**src/rtl/rv_enc_pkg.sv**
```systemverilog
// Shared RV32I encoding definitions: operation selector, instruction formats,
// opcode and funct fields used by the instruction encoder.
package rv_enc_pkg;

  typedef enum logic [5:0] {
    OP_BEQ, OP_BNE, OP_BLT, OP_BGE, OP_BLTU, OP_BGEU,
    OP_ADD, OP_SUB, OP_SLL, OP_SLT, OP_SLTU, OP_XOR, OP_SRL, OP_SRA, OP_OR, OP_AND,
    OP_ADDI, OP_SLTI, OP_SLTIU, OP_XORI, OP_ORI, OP_ANDI, OP_SLLI, OP_SRLI, OP_SRAI,
    OP_LUI, OP_AUIPC, OP_JAL, OP_JALR,
    OP_LB, OP_LH, OP_LW, OP_LBU, OP_LHU, OP_SB, OP_SH, OP_SW,
    OP_ECALL
  } enc_op_t;

  typedef enum logic [3:0] {
    FMT_R, FMT_I, FMT_SH, FMT_S, FMT_B, FMT_U, FMT_J, FMT_SYS, FMT_BAD
  } fmt_t;

  localparam logic [6:0] OPC_OP     = 7'b0110011;
  localparam logic [6:0] OPC_OPIMM  = 7'b0010011;
  localparam logic [6:0] OPC_LOAD   = 7'b0000011;
  localparam logic [6:0] OPC_STORE  = 7'b0100011;
  localparam logic [6:0] OPC_BRANCH = 7'b1100011;
  localparam logic [6:0] OPC_LUI    = 7'b0110111;
  localparam logic [6:0] OPC_AUIPC  = 7'b0010111;
  localparam logic [6:0] OPC_JAL    = 7'b1101111;
  localparam logic [6:0] OPC_JALR   = 7'b1100111;
  localparam logic [6:0] OPC_SYSTEM = 7'b1110011;

  localparam logic [2:0] F3_BEQ  = 3'd0, F3_BNE  = 3'd1, F3_BLT = 3'd4;
  localparam logic [2:0] F3_BGE  = 3'd5, F3_BLTU = 3'd6, F3_BGEU = 3'd7;
  localparam logic [2:0] F3_ADD  = 3'd0, F3_SLL  = 3'd1, F3_SLT = 3'd2, F3_SLTU = 3'd3;
  localparam logic [2:0] F3_XOR  = 3'd4, F3_SR   = 3'd5, F3_OR  = 3'd6, F3_AND  = 3'd7;
  localparam logic [2:0] F3_B    = 3'd0, F3_H    = 3'd1, F3_W   = 3'd2;
  localparam logic [2:0] F3_BU   = 3'd4, F3_HU   = 3'd5, F3_JALR = 3'd0;

  localparam logic [6:0] F7_BASE = 7'b0000000;
  localparam logic [6:0] F7_ALT  = 7'b0100000;

  localparam logic [31:0] NOP_INSTR = 32'h0000_0013;

  // True when v is representable as an n-bit two's-complement value.
  function automatic logic fits_s(input logic [31:0] v, input int unsigned n);
    logic [31:0] t;
    t = $signed(v) >>> (n - 1);
    return (t == '0) || (t == '1);
  endfunction

endpackage

```
**src/rtl/rv_enc_format.sv**
```systemverilog
// Combinational RV32I encoder: operation plus register/immediate fields to a
// machine word; out-of-range immediates or unknown ops yield a nop and err.
module rv_enc_format
  import rv_enc_pkg::*;
(
  input  logic [5:0]  op_i,
  input  logic [4:0]  rd_i,
  input  logic [4:0]  rs1_i,
  input  logic [4:0]  rs2_i,
  input  logic [31:0] imm_i,
  output logic [31:0] instr_o,
  output logic        err_o
);
  fmt_t        fmt;
  logic [6:0]  opc;
  logic [6:0]  f7;
  logic [2:0]  f3;
  logic [31:0] word;
  logic        imm_ok;

  always_comb begin
    fmt = FMT_BAD;
    opc = '0;
    f3  = '0;
    f7  = F7_BASE;
    case (enc_op_t'(op_i))
      OP_BEQ:   begin fmt = FMT_B;   opc = OPC_BRANCH; f3 = F3_BEQ;  end
      OP_BNE:   begin fmt = FMT_B;   opc = OPC_BRANCH; f3 = F3_BNE;  end
      OP_BLT:   begin fmt = FMT_B;   opc = OPC_BRANCH; f3 = F3_BLT;  end
      OP_BGE:   begin fmt = FMT_B;   opc = OPC_BRANCH; f3 = F3_BGE;  end
      OP_BLTU:  begin fmt = FMT_B;   opc = OPC_BRANCH; f3 = F3_BLTU; end
      OP_BGEU:  begin fmt = FMT_B;   opc = OPC_BRANCH; f3 = F3_BGEU; end
      OP_ADD:   begin fmt = FMT_R;   opc = OPC_OP;     f3 = F3_ADD;  end
      OP_SUB:   begin fmt = FMT_R;   opc = OPC_OP;     f3 = F3_ADD;  f7 = F7_ALT; end
      OP_SLL:   begin fmt = FMT_R;   opc = OPC_OP;     f3 = F3_SLL;  end
      OP_SLT:   begin fmt = FMT_R;   opc = OPC_OP;     f3 = F3_SLT;  end
      OP_SLTU:  begin fmt = FMT_R;   opc = OPC_OP;     f3 = F3_SLTU; end
      OP_XOR:   begin fmt = FMT_R;   opc = OPC_OP;     f3 = F3_XOR;  end
      OP_SRL:   begin fmt = FMT_R;   opc = OPC_OP;     f3 = F3_SR;   end
      OP_SRA:   begin fmt = FMT_R;   opc = OPC_OP;     f3 = F3_SR;   f7 = F7_ALT; end
      OP_OR:    begin fmt = FMT_R;   opc = OPC_OP;     f3 = F3_OR;   end
      OP_AND:   begin fmt = FMT_R;   opc = OPC_OP;     f3 = F3_AND;  end
      OP_ADDI:  begin fmt = FMT_I;   opc = OPC_OPIMM;  f3 = F3_ADD;  end
      OP_SLTI:  begin fmt = FMT_I;   opc = OPC_OPIMM;  f3 = F3_SLT;  end
      OP_SLTIU: begin fmt = FMT_I;   opc = OPC_OPIMM;  f3 = F3_SLTU; end
      OP_XORI:  begin fmt = FMT_I;   opc = OPC_OPIMM;  f3 = F3_XOR;  end
      OP_ORI:   begin fmt = FMT_I;   opc = OPC_OPIMM;  f3 = F3_OR;   end
      OP_ANDI:  begin fmt = FMT_I;   opc = OPC_OPIMM;  f3 = F3_AND;  end
      OP_SLLI:  begin fmt = FMT_SH;  opc = OPC_OPIMM;  f3 = F3_SLL;  end
      OP_SRLI:  begin fmt = FMT_SH;  opc = OPC_OPIMM;  f3 = F3_SR;   end
      OP_SRAI:  begin fmt = FMT_SH;  opc = OPC_OPIMM;  f3 = F3_SR;   f7 = F7_ALT; end
      OP_LUI:   begin fmt = FMT_U;   opc = OPC_LUI;    end
      OP_AUIPC: begin fmt = FMT_U;   opc = OPC_AUIPC;  end
      OP_JAL:   begin fmt = FMT_J;   opc = OPC_JAL;    end
      OP_JALR:  begin fmt = FMT_I;   opc = OPC_JALR;   f3 = F3_JALR; end
      OP_LB:    begin fmt = FMT_I;   opc = OPC_LOAD;   f3 = F3_B;    end
      OP_LH:    begin fmt = FMT_I;   opc = OPC_LOAD;   f3 = F3_H;    end
      OP_LW:    begin fmt = FMT_I;   opc = OPC_LOAD;   f3 = F3_W;    end
      OP_LBU:   begin fmt = FMT_I;   opc = OPC_LOAD;   f3 = F3_BU;   end
      OP_LHU:   begin fmt = FMT_I;   opc = OPC_LOAD;   f3 = F3_HU;   end
      OP_SB:    begin fmt = FMT_S;   opc = OPC_STORE;  f3 = F3_B;    end
      OP_SH:    begin fmt = FMT_S;   opc = OPC_STORE;  f3 = F3_H;    end
      OP_SW:    begin fmt = FMT_S;   opc = OPC_STORE;  f3 = F3_W;    end
      OP_ECALL: begin fmt = FMT_SYS; opc = OPC_SYSTEM; end
      default:  fmt = FMT_BAD;
    endcase
  end

  always_comb begin
    word   = '0;
    imm_ok = 1'b0;
    case (fmt)
      FMT_R: begin
        imm_ok = 1'b1;
        word   = {f7, rs2_i, rs1_i, f3, rd_i, opc};
      end
      FMT_I: begin
        imm_ok = fits_s(imm_i, 12);
        word   = {imm_i[11:0], rs1_i, f3, rd_i, opc};
      end
      FMT_SH: begin
        imm_ok = (imm_i[31:5] == '0);
        word   = {f7, imm_i[4:0], rs1_i, f3, rd_i, opc};
      end
      FMT_S: begin
        imm_ok = fits_s(imm_i, 12);
        word   = {imm_i[11:5], rs2_i, rs1_i, f3, imm_i[4:0], opc};
      end
      FMT_B: begin
        imm_ok = fits_s(imm_i, 13) && !imm_i[0];
        word   = {imm_i[12], imm_i[10:5], rs2_i, rs1_i, f3, imm_i[4:1], imm_i[11], opc};
      end
      FMT_U: begin
        imm_ok = (imm_i[11:0] == '0);
        word   = {imm_i[31:12], rd_i, opc};
      end
      FMT_J: begin
        imm_ok = fits_s(imm_i, 21) && !imm_i[0];
        word   = {imm_i[20], imm_i[10:1], imm_i[11], imm_i[19:12], rd_i, opc};
      end
      FMT_SYS: begin
        imm_ok = 1'b1;
        word   = {25'b0, opc};
      end
      default: ;
    endcase
  end

  assign instr_o = imm_ok ? word : NOP_INSTR;
  assign err_o   = !imm_ok;

endmodule

```
**src/rtl/rv_instr_encoder.sv**
```systemverilog
// Registered RV32I encoder stage: valid/ready in and out, sequential imem
// address that stops at the last word, sticky error capture.
module rv_instr_encoder
  import rv_enc_pkg::*;
#(
  parameter int unsigned ADDR_W    = 8,
  parameter int unsigned DEPTH     = 256,
  parameter int unsigned BASE_ADDR = 0
)(
  input  logic              clk,
  input  logic              rst,
  input  logic              clear,
  input  logic              in_valid,
  output logic              in_ready,
  input  logic [5:0]        in_op,
  input  logic [4:0]        in_rd,
  input  logic [4:0]        in_rs1,
  input  logic [4:0]        in_rs2,
  input  logic [31:0]       in_imm,
  output logic              out_valid,
  input  logic              out_ready,
  output logic [31:0]       out_instr,
  output logic [ADDR_W-1:0] out_addr,
  output logic              full,
  output logic              err,
  output logic [5:0]        err_op
);
  localparam logic [ADDR_W-1:0] FIRST_ADDR = ADDR_W'(BASE_ADDR);
  localparam logic [ADDR_W-1:0] LAST_ADDR  = ADDR_W'(BASE_ADDR + DEPTH - 1);

  typedef enum logic [1:0] {S_EMPTY, S_LOADED, S_STOP} state_t;

  state_t            state_q;
  logic [31:0]       instr_q, instr_d;
  logic [ADDR_W-1:0] addr_q;
  logic              err_q, err_d;
  logic [5:0]        err_op_q;
  logic              at_last, out_hs, accept;

  rv_enc_format u_format (
    .op_i    (in_op),
    .rd_i    (in_rd),
    .rs1_i   (in_rs1),
    .rs2_i   (in_rs2),
    .imm_i   (in_imm),
    .instr_o (instr_d),
    .err_o   (err_d)
  );

  assign at_last   = (addr_q == LAST_ADDR);
  assign out_valid = (state_q == S_LOADED);
  assign full      = (state_q == S_STOP);
  assign out_hs    = out_valid && out_ready;
  // The word at the last address is the final one; a bundle accepted
  // alongside its handshake would have no address left and be lost.
  assign in_ready  = !rst && !clear && !full && (!out_valid || out_ready)
                     && !(out_valid && at_last);
  assign accept    = in_valid && in_ready;

  always_ff @(posedge clk) begin
    if (rst || clear) begin
      state_q  <= S_EMPTY;
      instr_q  <= '0;
      addr_q   <= FIRST_ADDR;
      err_q    <= 1'b0;
      err_op_q <= '0;
    end else begin
      if (out_hs) begin
        if (at_last) begin
          state_q <= S_STOP;
        end else begin
          state_q <= S_EMPTY;
          addr_q  <= addr_q + ADDR_W'(1);
        end
      end
      if (accept) begin
        state_q <= S_LOADED;
        instr_q <= instr_d;
        if (err_d) begin
          err_q <= 1'b1;
          if (!err_q) err_op_q <= in_op;
        end
      end
    end
  end

  assign out_instr = instr_q;
  assign out_addr  = addr_q;
  assign err       = err_q;
  assign err_op    = err_op_q;

endmodule
```
**config.mk**
```make
export PLATFORM = sky130hd
export DESIGN_NAME = rv_instr_encoder
export DESIGN_NICKNAME = d
export VERILOG_FILES = /design/src/rtl/rv_enc_pkg.sv /design/src/rtl/rv_enc_format.sv /design/src/rtl/rv_instr_encoder.sv
export SDC_FILE = /design/constraint.sdc
export NUM_CORES = 1
export LEC_CHECK = 0
export ABC_AREA = 1
export CAP_MARGIN = 20
export CORE_UTILIZATION = 45
export CTS_CLUSTER_SIZE = 10
export DETAILED_ROUTE_END_ITERATION = 8
export PLACE_DENSITY = 0.76
export SLEW_MARGIN = 20
export SYNTH_ARGS = -nofsm -noshare
export SYNTH_HDL_FRONTEND = slang
export SYNTH_HIERARCHICAL = 1
export SYNTH_SLANG_ARGS = --single-unit
export TNS_END_PERCENT = 10
```
**constraint.sdc**
```tcl
create_clock -name clk -period 4.5 [get_ports clk]
set_input_delay 0.9 -clock clk [delete_from_list [all_inputs] [get_ports clk]]
set_output_delay 0.9 -clock clk [all_outputs]
set_load 0.01 [all_outputs]
```
==> metrics.txt, run 1 <==
WL final 11700 um; clk buf depth 2; vias in the first global route between 3000 and 4000; setup slack after layout between 0.9 and 1 ns; root buffer cell clkbuf_8; Switch Pwr 282 uW; max cap viols 0; Seq cells post-synth 49; drt drc 0; # port buffers 107; Final Cycle Share between 70% and 80%; largest cells by area after synthesis dfxtp_1 (25%), nand2_1 (22%), nor2_1 (7.3%); Rows 33; CTS Buf Count 5; HPWL after DPL 9240 um; crit end category output pin; area grow syn2layout 29.5%; layout cells sized above 1 approximately 9.6%; CP top delay family buffers and inverters; RSZ-0062 raised after global routing false; final hold vios 0; sw frac between 30% and 40%; Initial Utilization between 40% and 50%; full die area 8990 um2; post-synthesis async set-or-reset flop share 0%; slowest CP cell clkdlybuf4s50_1; layout net count 828; htree depth 2; Worst VDD drop about 0.12 mV; diode count 0; critical path cell sequence clkdlybuf4s50_1 -> nor2_4 -> nand2_1 -> nor2_4 -> nand2_2 -> inv_1 -> clkdlybuf4s50_1; Power Total 918 uW; Worst Path Arrival 2.67 ns; cts repair resizes 0; Detailed Route Iter0 Violations 356; crit path from clear; Yosys top cell area share ~25%; Syn Inst Count 674; Worst Clk Skew about 0.0082 ns; routed length per instance around 13 um; clk_lat worst skew 0.30 ns; register area approximately 1000 um2; Leak Pwr 2.25 nW; Vias/cell 5.20; hold_ws approximately 0.47 ns; gr usage total a little over a quarter; Multi-input gate area between 2000 and 2500 um2; setup TNS 0 ns; logic gate share of total power approximately a quarter; Avg Cell Area, Syn roughly 5.8 um2; dpl ws slightly below 0.9 ns; post-synthesis cell area 3880 um2; pin count of the biggest net entering global routing 38; Worst EP required ~3.6 ns; crit-path max FO 14; number of distinct library cells after synthesis 41; fin. max-slew vios 0; Yosys warnings 6; clk sinks 49; Worst Hold Class reg2reg; R2R Path Start out_addr[0]; Clock Pin Slew Worst Setup and Hold Paths 0.09 ns; Die X between 90 and 100 um; slew margin rel. roughly 58%; Synth top cells by count nand2_1 (229), nor2_1 (75), inv_1 (72); crit-path max cell delay approximately 0.52 ns; EDFF count, synth 0; Hold Crit Start out_instr[10]; gpl congestion roughly 0.93; crit path buf inv count 3; ANT nets after route 0; initial antenna violation count 0; Layout fillers between 800 and 900; cts hold-fix bufs 0; total congestion overflow 0; fin area about 5000 um2; worst slew pin tran 0.634 ns; Yosys top cell by area dfxtp_1; placed cell areas 4930 um2; Seq/Total Area, Yosys 25.3%; Final Setup Violations 0; fmax 280 MHz; via count roughly 4500; core area between 8000 and 9000 um2; min cycle time layout 3.57 ns; Pre-Repair DR Iteration Count 5; clock power share around 28%; I/O pin cnt about 110; CTS tree done; kind of critical path in2out; most common cell in the netlist nand2_1; ys flop type dfxtp_1; Startpoint Class input pin; Power Internal 636 uW; setup repair bufs after CTS 0; global-route wire length before repair around 19000 um; P per Cell Area about 180 nW/um2; Sequential Power Share between 40 and 50%; outcome complete, no violations; Die Y about 95 um
power groups by stage:
stage | sequential, mW | clock, mW | combinational [mW]
CTS | 0.438 | 0.256 | 0.224
finish | 0.438 | 0.252 | 0.228
global route | 0.438 | 0.283 | 0.251
global placement | 0.448 | 0 | 0.224
detailed placement | 0.448 | 0 | 0.224
floorplan | 0.449 | 0 | 0.121
worst register-to-register path, delay by kind of cell, from the launching register on:
family / cells / cell delay (ns)
and+or+nand+nor: 4 / 0.95
DFF: 1 / 0.40
adders and majority gates: 1 / 0.21
AOI/OAI and AO/OA: 1 / 0.17
buffers and inverters: 1 / 0.07
routing by layer:
metal / wire length (um) / track usage (%) / part of all wire, %
met1: 5540 / 37.9 / 47
met2: 5300 / 42.5 / 45
met3: 609 / 2.58 / 5.2
met4: 265 / 8.46 / 2.3
met5: 0 / 0 / 0
cells by family after synthesis:
group           after synthesis  share of synthesized area, %
simple gates                405                          46.8
buf+inv                     113                          13.0
compound gates              103                          14.0
flops                        49                          25.3
xor+xnor                      2                         0.452
fa+ha+maj                     1                         0.323
other cells                   1                        0.0967
per-stage QoR:
step	cells	util, %
final	875	60.5
after global routing	875	60.5
after CTS	875	60.5
after detailed placement	867	59.5
after global placement	867	59.5
after floorplan	675	-
flip-flops by register name, indices dropped and copies added (netlist names):
signal,count
out_instr,32
err_op,6
state_q,2
out_addr,8
err,1
area by class of cell:
cell class,count,area share (%)
clock buffer,6,1.44
clock inverter,2,0.299
inverter,92,6.90
multi-input combinational,513,47.7
sequential,49,19.5
tap,105,2.62
timing repair buffer,108,21.5
worst paths after layout:
check / end / slack, ns / cells after the start
worst max-delay path: in_ready / 0.93 / 7
worst min-delay path: out_instr[10] / 0.47 / 2
worst max register to register: out_instr[31] / 2.60 / 7
worst min register to register: out_instr[10] / 0.47 / 2
cells in the final DEF, fill, tap and decap left out, types with 3 or more instances in the layout:
cell and n:
nand3_1 36, nand4_1 13, nor2_2 9, a21oi_1 53, nand2_1 229, nand2_2 21, nand3b_1 3, nand2_4 3
o21ai_0 38, dfxtp_1 49, inv_2 18, clkdlybuf4s50_1 107, inv_1 72, clkbuf_8 5, nor2_1 75, nor2_4 6
a22oi_1 4
Power figures use the tool's default switching activity.
==> inputs of run 2 (changes only) <==
- CORE_UTILIZATION: 45 -> 44
- PLACE_DENSITY: 0.76 -> 0.77
- clock period: 4.5 -> 3.2 ns (I/O delays scaled with it)
==> run 2 against run 1 <==
Compared with the run above: setup slack worse by 0.54 ns; non-clock buffer count is 5 higher; critical path type unchanged; die area is 2.2% higher; design area is 1.6% higher; sequential power is 40% higher; highest routed layer unchanged; clock skew is 0.0068 ns higher; largest cell class unchanged; critical path depth stayed put; wire length is 0.92% higher; sequential share of layout area is 0.32 points lower.
==> metrics.txt, run 2 (synthesis results as in run 1) <==
kind of critical path in2out; Hold Crit Start out_instr[31]; I/O pin cnt between 100 and 150; pin count of the biggest net entering global routing 38; Final Cycle Share a little under 90%; Pre-Repair DR Iteration Count 5; max reg flops 32; Die Y ~96 um; most common cell after layout, fill and taps aside nand2_1; worst slew pin tran ~0.64 ns; min cycle time layout approximately 2.8 ns; Vias/cell a little over 5; Worst Path Arrival between 2 and 2.5 ns; core area around 8400 um2; critical path cell sequence clkdlybuf4s50_1 -> nor2_4 -> nand2_1 -> nor2_4 -> nand2_2 -> inv_1 -> clkdlybuf4s50_1; ANT nets after route 0; layout net count 833; Rows 33; Leak Pwr between 2 and 2.5 nW; routed length per instance around 13 um; GR Layer Usage met2 43.7%; slowest CP cell clkdlybuf4s50_1; fmax roughly 360 MHz; met3 Use GR approximately 3.5%; slew margin rel. between 50% and 60%; final hold vios 0; Reg-to-Reg End out_instr[12]; Initial Utilization a little under half; R2R Setup Slk 1.32 ns; cts hold-fix bufs 0; Final Setup Violations 0; CTS tree done; RSZ-0062 raised after global routing false; crit-path max FO 3; total congestion overflow 0; WHS Endpoint out_instr[31]; placed cell areas roughly 5000 um2; R2R Path Start out_addr[0]; drt drc 0; Layout fillers ~820; Die X 95.9 um; htree depth 2; HPWL after DPL about 9400 um; crit-path max cell delay 0.53 ns; gpl congestion around 0.98; setup repair bufs after CTS 0; Worst VDD drop 0.185 mV; Clock Pin Slew Worst Setup and Hold Paths approximately 0.080 ns; Worst Hold Class reg2reg; fin. max-slew vios 0; clk_lat worst skew roughly 0.30 ns; Worst R2R Path Depth 7; diode count 0; gr usage total approximately a quarter; via count roughly 4500; setup TNS 0 ns; cts repair resizes 0; Top Usage Layer GRT met2; fin area 5100 um2; # port buffers between 100 and 150; Worst Clk Skew approximately 0.015 ns; crit end category output pin; Startpoint Class input pin; Detailed Route Iter0 Violations about 250; global-route wire length before repair roughly 19000 um; Worst EP required approximately 2.6 ns; CTS Buf Count 5; clk buf depth 2; Hold Crit Depth 2; met1 Resource Use GR a little under two fifths; area grow syn2layout 31.6%; commonest cells after routing, fill and taps aside nand2_1 (229), clkdlybuf4s50_1 (107), nor2_1 (75); max cap viols 0; P per Cell Area 278 nW/um2; layout cells sized above 1 10.3%; vias in the first global route 4116; clk sinks slightly below 50; full die area 9190 um2; outcome complete, no violations; initial antenna violation count 0; WL final about 12000 um; root buffer cell clkbuf_8
==> run 2: cell types whose count changed in the layout (fill, tap and decap cells not counted) <==
cell | before | now
buf_4 | 1 | 5
buf_12 | 0 | 1
clkinvlp_4 | 2 | 1
clkbuf_1 | 1 | 0
bufinv_16 | 0 | 1
clkbuf_8 | 5 | 6
==> run 2: through the flow <==
| step | utilization [%] | hold WS (ns) | setup slack [ns] | instances | total power, mW |
|---|---|---|---|---|---|
| final | 60.9 | 0.470 | 0.388 | 880 | 1.42 |
| after global routing | 60.9 | 0.485 | 0.214 | 880 | 1.48 |
| after CTS | 60.9 | 0.471 | 0.367 | 880 | 1.41 |
| after detailed placement | 59.5 | 0.455 | 0.128 | 872 | 0.951 |
| after global placement | 59.5 | 0.452 | 0.165 | 872 | 0.950 |
| after floorplan | - | 0.467 | 0.909 | 675 | 0.802 |
==> run 2: area by class of cell <==
type | instances | area [um2] | share of cell area (%)
flip-flops and latches | 49 | 981 | 19.2
inverters | 92 | 347 | 6.79
clock buffers | 6 | 82.6 | 1.62
multi-input cells | 513 | 2400 | 47.0
well taps | 105 | 131 | 2.57
clock inverters | 2 | 37.5 | 0.735
repair buffers | 113 | 1130 | 22.1
==> run 2: how the worst max path moves through the flow <==
stage / slack, ns / start / depth (start not counted) / to
floorplan: 0.91 / in_op[0] / 14 / err_op[0]
global placement: 0.17 / in_op[3] / 15 / err_op[3]
detailed placement: 0.13 / in_op[3] / 15 / err_op[2]
CTS: 0.37 / clear / 7 / in_ready
global route: 0.21 / in_op[3] / 16 / err_op[0]
finish: 0.39 / clear / 7 / in_ready
==> run 2: metal layers <==
layer	vias to the layer above	part of all wire, %
met5	-	0
met4	0	1.4
met3	19	6.2
met2	173	46
met1	2023	46
li1	2307	-
==> run 2: power by group <==
part	leakage, nW	internal (mW)	switching [mW]	total, mW
combinational	1.84	0.131	0.196	0.328
clock	0.0574	0.255	0.220	0.475
sequential	0.395	0.613	0.00222	0.615
==> run 2: worst max-delay path, delay by kind of cell <==
family	cells	cell delay, ns
and+or+nand+nor	4	0.47
buffers and inverters	3	1.04
